===== src/rtl/bus_master_port.sv =====
// Pipelined bus master front-end: turns a valid/ready request stream into
// pipelined bus cycles, tracks outstanding requests, holds cyc across bursts
// and aborts (erroring every outstanding request) on bus error or watchdog.

`ifndef WORD_SIZE
`define WORD_SIZE 32
`endif

package bus;
   typedef struct packed {
      logic                   cyc;
      logic                   stb;
      logic                   we;
      logic [`WORD_SIZE-3:0]  addr;
      logic [31:0]            data;
      logic [3:0]             sel;
   } m2s_s;

   typedef struct packed {
      logic        ack;
      logic        err;
      logic        stall;
      logic [31:0] data;
   } s2m_s;
endpackage

module bus_master_port #(
   parameter int MAX_OUTSTANDING = 4,
   parameter int TIMEOUT         = 255
) (
   input  logic                   clk,
   input  logic                   rst,
   input  logic                   req_valid,
   output logic                   req_ready,
   input  logic                   req_we,
   input  logic [`WORD_SIZE-1:0]  req_addr,
   input  logic [31:0]            req_wdata,
   input  logic [3:0]             req_sel,
   output logic                   resp_valid,
   output logic [31:0]            resp_data,
   output logic                   resp_err,
   output bus::m2s_s              bus_o,
   input  bus::s2m_s              bus_i
);

   localparam int OUT_W = $clog2(MAX_OUTSTANDING + 1);
   // Watchdog only needs to reach TIMEOUT-1.
   localparam int WD_W  = (TIMEOUT < 2) ? 1 : $clog2(TIMEOUT);
   localparam logic [OUT_W-1:0] OUT_MAX = OUT_W'(MAX_OUTSTANDING);
   localparam logic [WD_W-1:0]  WD_LAST = WD_W'((TIMEOUT > 0) ? TIMEOUT - 1 : 0);
   localparam bit               WD_EN   = (TIMEOUT > 0);

   typedef enum logic [1:0] {
      S_IDLE,
      S_ACTIVE,
      S_ABORT
   } state_t;

   state_t            r_state;
   state_t            w_state_nxt;
   logic [OUT_W-1:0]  r_out;
   logic [WD_W-1:0]   r_wd;

   logic w_active;
   logic w_stb;
   logic w_accept;
   logic w_done;
   logic w_err;
   logic w_expire;
   logic w_flush;
   logic w_unused_addr_lsb;

   // Byte offset within the word is not carried on the bus.
   assign w_unused_addr_lsb = ^req_addr[1:0];

   assign w_active = (r_state == S_ACTIVE);
   // stb gating by the outstanding limit is what keeps r_out from overflowing.
   assign w_stb    = w_active && req_valid && (r_out < OUT_MAX);
   assign w_accept = w_stb && !bus_i.stall;
   // Acks/errs count only while cyc is high and something is outstanding;
   // strays are dropped so the counter cannot underflow.
   assign w_done   = w_active && (r_out != '0) && (bus_i.ack || bus_i.err);
   assign w_err    = w_done && bus_i.err;
   assign w_expire = WD_EN && w_active && (r_out != '0) && !w_done && (r_wd == WD_LAST);
   assign w_flush  = (r_state == S_ABORT) && (r_out != '0);

   // State register.
   always_ff @(posedge clk) begin
      if (rst) r_state <= S_IDLE;
      else     r_state <= w_state_nxt;
   end

   // Next-state and combinational bus request outputs.
   always_comb begin
      w_state_nxt = r_state;
      bus_o       = '0;
      req_ready   = 1'b0;

      bus_o.cyc = w_active;
      bus_o.stb = w_stb;
      if (w_stb) begin
         bus_o.we   = req_we;
         bus_o.addr = req_addr[`WORD_SIZE-1:2];
         bus_o.data = req_wdata;
         bus_o.sel  = req_sel;
      end
      req_ready = w_accept;

      case (r_state)
         S_IDLE: begin
            if (req_valid) w_state_nxt = S_ACTIVE;
         end
         S_ACTIVE: begin
            if (w_err || w_expire)
               w_state_nxt = S_ABORT;
            else if ((r_out == '0) && !req_valid)
               w_state_nxt = S_IDLE;
         end
         S_ABORT: begin
            // Last flush (or nothing left) this cycle.
            if (r_out <= OUT_W'(1)) w_state_nxt = S_IDLE;
         end
         default: w_state_nxt = S_IDLE;
      endcase
   end

   // Outstanding-request counter: +accept, -ack/err, -flush in ABORT.
   always_ff @(posedge clk) begin
      if (rst) begin
         r_out <= '0;
      end else if (w_active) begin
         if (w_accept && !w_done)      r_out <= r_out + OUT_W'(1);
         else if (!w_accept && w_done) r_out <= r_out - OUT_W'(1);
      end else if (w_flush) begin
         r_out <= r_out - OUT_W'(1);
      end
   end

   // Watchdog: counts cycles with requests pending and no ack/err.
   always_ff @(posedge clk) begin
      if (rst) begin
         r_wd <= '0;
      end else if (!WD_EN || !w_active || w_done || (r_out == '0) || w_expire) begin
         r_wd <= '0;
      end else begin
         r_wd <= r_wd + WD_W'(1);
      end
   end

   // Registered response path: bus ack/err in ACTIVE, forced errors in ABORT.
   always_ff @(posedge clk) begin
      if (rst) begin
         resp_valid <= 1'b0;
         resp_err   <= 1'b0;
         resp_data  <= '0;
      end else if (w_done) begin
         resp_valid <= 1'b1;
         resp_err   <= bus_i.err;
         resp_data  <= bus_i.data;
      end else if (w_flush) begin
         resp_valid <= 1'b1;
         resp_err   <= 1'b1;
         resp_data  <= '0;
      end else begin
         resp_valid <= 1'b0;
         resp_err   <= 1'b0;
      end
   end

endmodule

===== config.mk =====
export PLATFORM = sky130hd
export DESIGN_NAME = bus_master_port
export DESIGN_NICKNAME = d
export VERILOG_FILES = /design/src/rtl/bus_master_port.sv
export SDC_FILE = /design/constraint.sdc
export NUM_CORES = 1
export LEC_CHECK = 0
export ABC_CLOCK_PERIOD_IN_PS = 2650
export CAP_MARGIN = 20
export CORE_UTILIZATION = 32
export DETAILED_ROUTE_END_ITERATION = 16
export PLACE_DENSITY = 0.82
export SLEW_MARGIN = 20
export SYNTH_ARGS = -nofsm -noshare
export SYNTH_HDL_FRONTEND = slang
export SYNTH_SLANG_ARGS = --single-unit

===== constraint.sdc =====
create_clock -name clk -period 2.65 [get_ports clk]
set_input_delay 0.3975 -clock clk [delete_from_list [all_inputs] [get_ports clk]]
set_output_delay 0.3975 -clock clk [all_outputs]
set_load 0.05 [all_outputs]

==> flow_metrics.env <==
export IMPL_syn_inst=307
export IMPL_grt_first_pass_wirelength_microns=13500
export IMPL_routabilityCongestion=0.807
export IMPL_p_leak_nw=2.02
export IMPL_cts_tree="built"
export IMPL_fin_crit_sh_pct=82.1
export IMPL_fillCellCount=530
export IMPL_area_growth_pct=125
export IMPL_worst_setup_path_type="in2out"
export IMPL_cts_setup_buffers=0
export IMPL_first_iter_violations=98
export IMPL_fp_dieH_microns=88.1
export IMPL_ys_types=33
export IMPL_ctsResizeCount=0
export IMPL_clk_latency_ns=0.30
export IMPL_ant_nets=0
export IMPL_rsz0062_at_grt="no"
export IMPL_drt_wl_total_microns=9390
export IMPL_setup_viol=0
export IMPL_fin_skew_ns=0.00882
export IMPL_postSynthRegisterBits=47
export IMPL_tns_ns=0
export IMPL_final_common_cell="clkdlybuf4s50_1"
export IMPL_via_count=2820
export IMPL_finalNonFillerCells=607
export IMPL_cp_arrival_ns=1.78
export IMPL_cts_root_buffer="clkbuf_8"
export IMPL_yosysWarnings=0
export IMPL_nets=620
export IMPL_pin_count=211
export IMPL_grt_antenna_before_repair=0
export IMPL_grt_usage_pct=23.4
export IMPL_clock_sinks=47
export IMPL_r2r_slack_ns=0.53
export IMPL_grt_ovfl_total=0
export IMPL_htree_levels=2
export IMPL_maxCapViolations=0
export IMPL_cts_clk_slew_worst_paths_ns=0.08
export IMPL_yosysSeqAreaShare_pct=39.6
export IMPL_core_area_sq_um=7210
export IMPL_startpoint_type="input port"
export IMPL_grt_max_degree=69
export IMPL_hold_violations=0
export IMPL_cts_hold_buf=0
export IMPL_slew_violations=0
export IMPL_grt_pass1_vias=2751
export IMPL_tightest_slew_ns=0.533
export IMPL_post_dp_hpwl_microns=7620
export IMPL_period_needed_ns=2.18
export IMPL_drive_gt1_share_pct=18.1
export IMPL_synth_area_sq_um=2370
export IMPL_required_ns=2.25
export IMPL_fp_dieArea_sq_um=7770
export IMPL_die_x_microns=88.1
export IMPL_routed_via_density=4.65
export IMPL_drt_wirelength_per_cell_microns=15.5
export IMPL_status="finished, final reports clean"
export IMPL_diodes=0
export IMPL_portBuffers=208
export IMPL_cp_max_fo=68
export IMPL_timing_fmax_mhz=460
export IMPL_slew_headroom_pct=64.3
export IMPL_initial_core_util_pct=32.9
export IMPL_dp_cells=599
export IMPL_ir_worst_vdd_v=0.000232
export IMPL_cts_buffers=5
export IMPL_dr_pass1_iters=6
export IMPL_clock_path_buffers=2
export IMPL_drc=0
export IMPL_hold_path_class="reg2reg"
export IMPL_syn_nets=420
export IMPL_final_cell_mix="139 x clkdlybuf4s50_1, 70 x buf_12, 68 x and2_1, 47 x dfxtp_1, 38 x a21oi_1"
export IMPL_pwr_density_cell_nw_per_um2=454
export IMPL_end_kind="primary output"
export IMPL_rows=31
export IMPL_synth_avg_cell_area_sq_um=7.74
-- registers in the layout (all words and copies together), names as in the netlist --
signal and cells:
r_wd 8, resp_data 32, resp_valid 1, resp_err 1, r_state 2, r_out 3
-- report_power, final --
group	switching (mW)	internal (mW)	total [mW]
clock network	0.230	0.237	0.467
logic	0.634	0.538	1.17
registers	0.0337	0.758	0.791
-- metal layers --
layer,GRT usage [%],wire length [microns],vias to the layer above
met2,42.7,4980,122
met5,0,0,-
met3,13.5,1180,12
met1,21.5,3040,1285
li1,-,-,1401
met4,8.36,187,0
-- worst max-delay path, cell delays in order --
cell and delay [ns]:
clkdlybuf4s50_1 0.47, and4bb_2 0.28, buf_12 0.23, and2_1 0.22, buf_12 0.15
-- cell usage after synthesis --
master | number | share of area (%)
and2_1 | 68 | 18
dfxtp_1 | 47 | 40
a21oi_1 | 38 | 8.0
nand2_1 | 37 | 5.8
nand3_1 | 36 | 7.6
clkbuf_1 | 15 | 2.4
nor2_1 | 15 | 2.4
ha_1 | 6 | 3.2
buf_2 | 5 | 1.1
inv_1 | 5 | 0.79
xnor2_1 | 4 | 1.5
nor3_1 | 3 | 0.63
buf_4 | 2 | 0.63
nand2_2 | 2 | 0.53
nand2b_1 | 2 | 0.53
nor2b_1 | 2 | 0.53
o21ai_0 | 2 | 0.42
or3_1 | 2 | 0.53
xor2_1 | 2 | 0.74
a211oi_1 | 1 | 0.32
a311oi_1 | 1 | 0.37
a31o_2 | 1 | 0.37
a32oi_1 | 1 | 0.37
and2b_1 | 1 | 0.32
and3_1 | 1 | 0.26
and4bb_2 | 1 | 0.53
buf_1 | 1 | 0.16
buf_6 | 1 | 0.47
mux2_1 | 1 | 0.47
nand2b_4 | 1 | 0.58
nand4_1 | 1 | 0.26
nand4b_1 | 1 | 0.37
nor3_2 | 1 | 0.42
-- final timing paths --
| check | to | startpoint | depth (start not counted) |
|---|---|---|---|
| max | bus_o[43] | req_valid | 5 |
| min | resp_data[19] | resp_data[19] | 2 |
| max reg2reg | r_out[1] | r_out[0] | 8 |
| min reg2reg | resp_data[19] | resp_data[19] | 2 |
-- kinds of logic (layout without fill, tap and decap cells) --
logic type,Yosys count,in the layout,share of synthesized area [%]
buffers and inverters,29,230,5.48
flip-flops,47,47,39.6
AND/OR/NAND/NOR,174,174,39.2
multiplexers,1,1,0.474
XOR/XNOR,6,6,2.21
AO/OA/AOI/OAI,44,44,9.85
adder cells (fa/ha/maj),6,6,3.16
-- layout make-up --
cell class                 count  area, sq um  share of cell area (%)
clock buffer                   7         96.3                    1.80
clock inverter                 1         7.51                   0.140
inverter                       5         18.8                   0.351
multi-input combinational    231         1310                    24.5
sequential                    47          941                    17.6
tap                           99          124                    2.32
timing repair buffer         217         2850                    53.3
-- stage by stage --
stage / worst slack (ns) / power [mW] / instance area, sq um / util (%) / hold slack [ns]
after floorplan: 0.706 / 1.41 / 2370 / - / 0.430
after global placement: 0.483 / 1.95 / 5250 / 72.7 / 0.440
after detailed placement: 0.451 / 1.98 / 5250 / 72.7 / 0.458
after CTS: 0.467 / 2.45 / 5350 / 74.2 / 0.470
after global routing: 0.398 / 2.54 / 5350 / 74.2 / 0.490
final: 0.474 / 2.43 / 5350 / 74.2 / 0.468
Power figures use the tool's default switching activity.
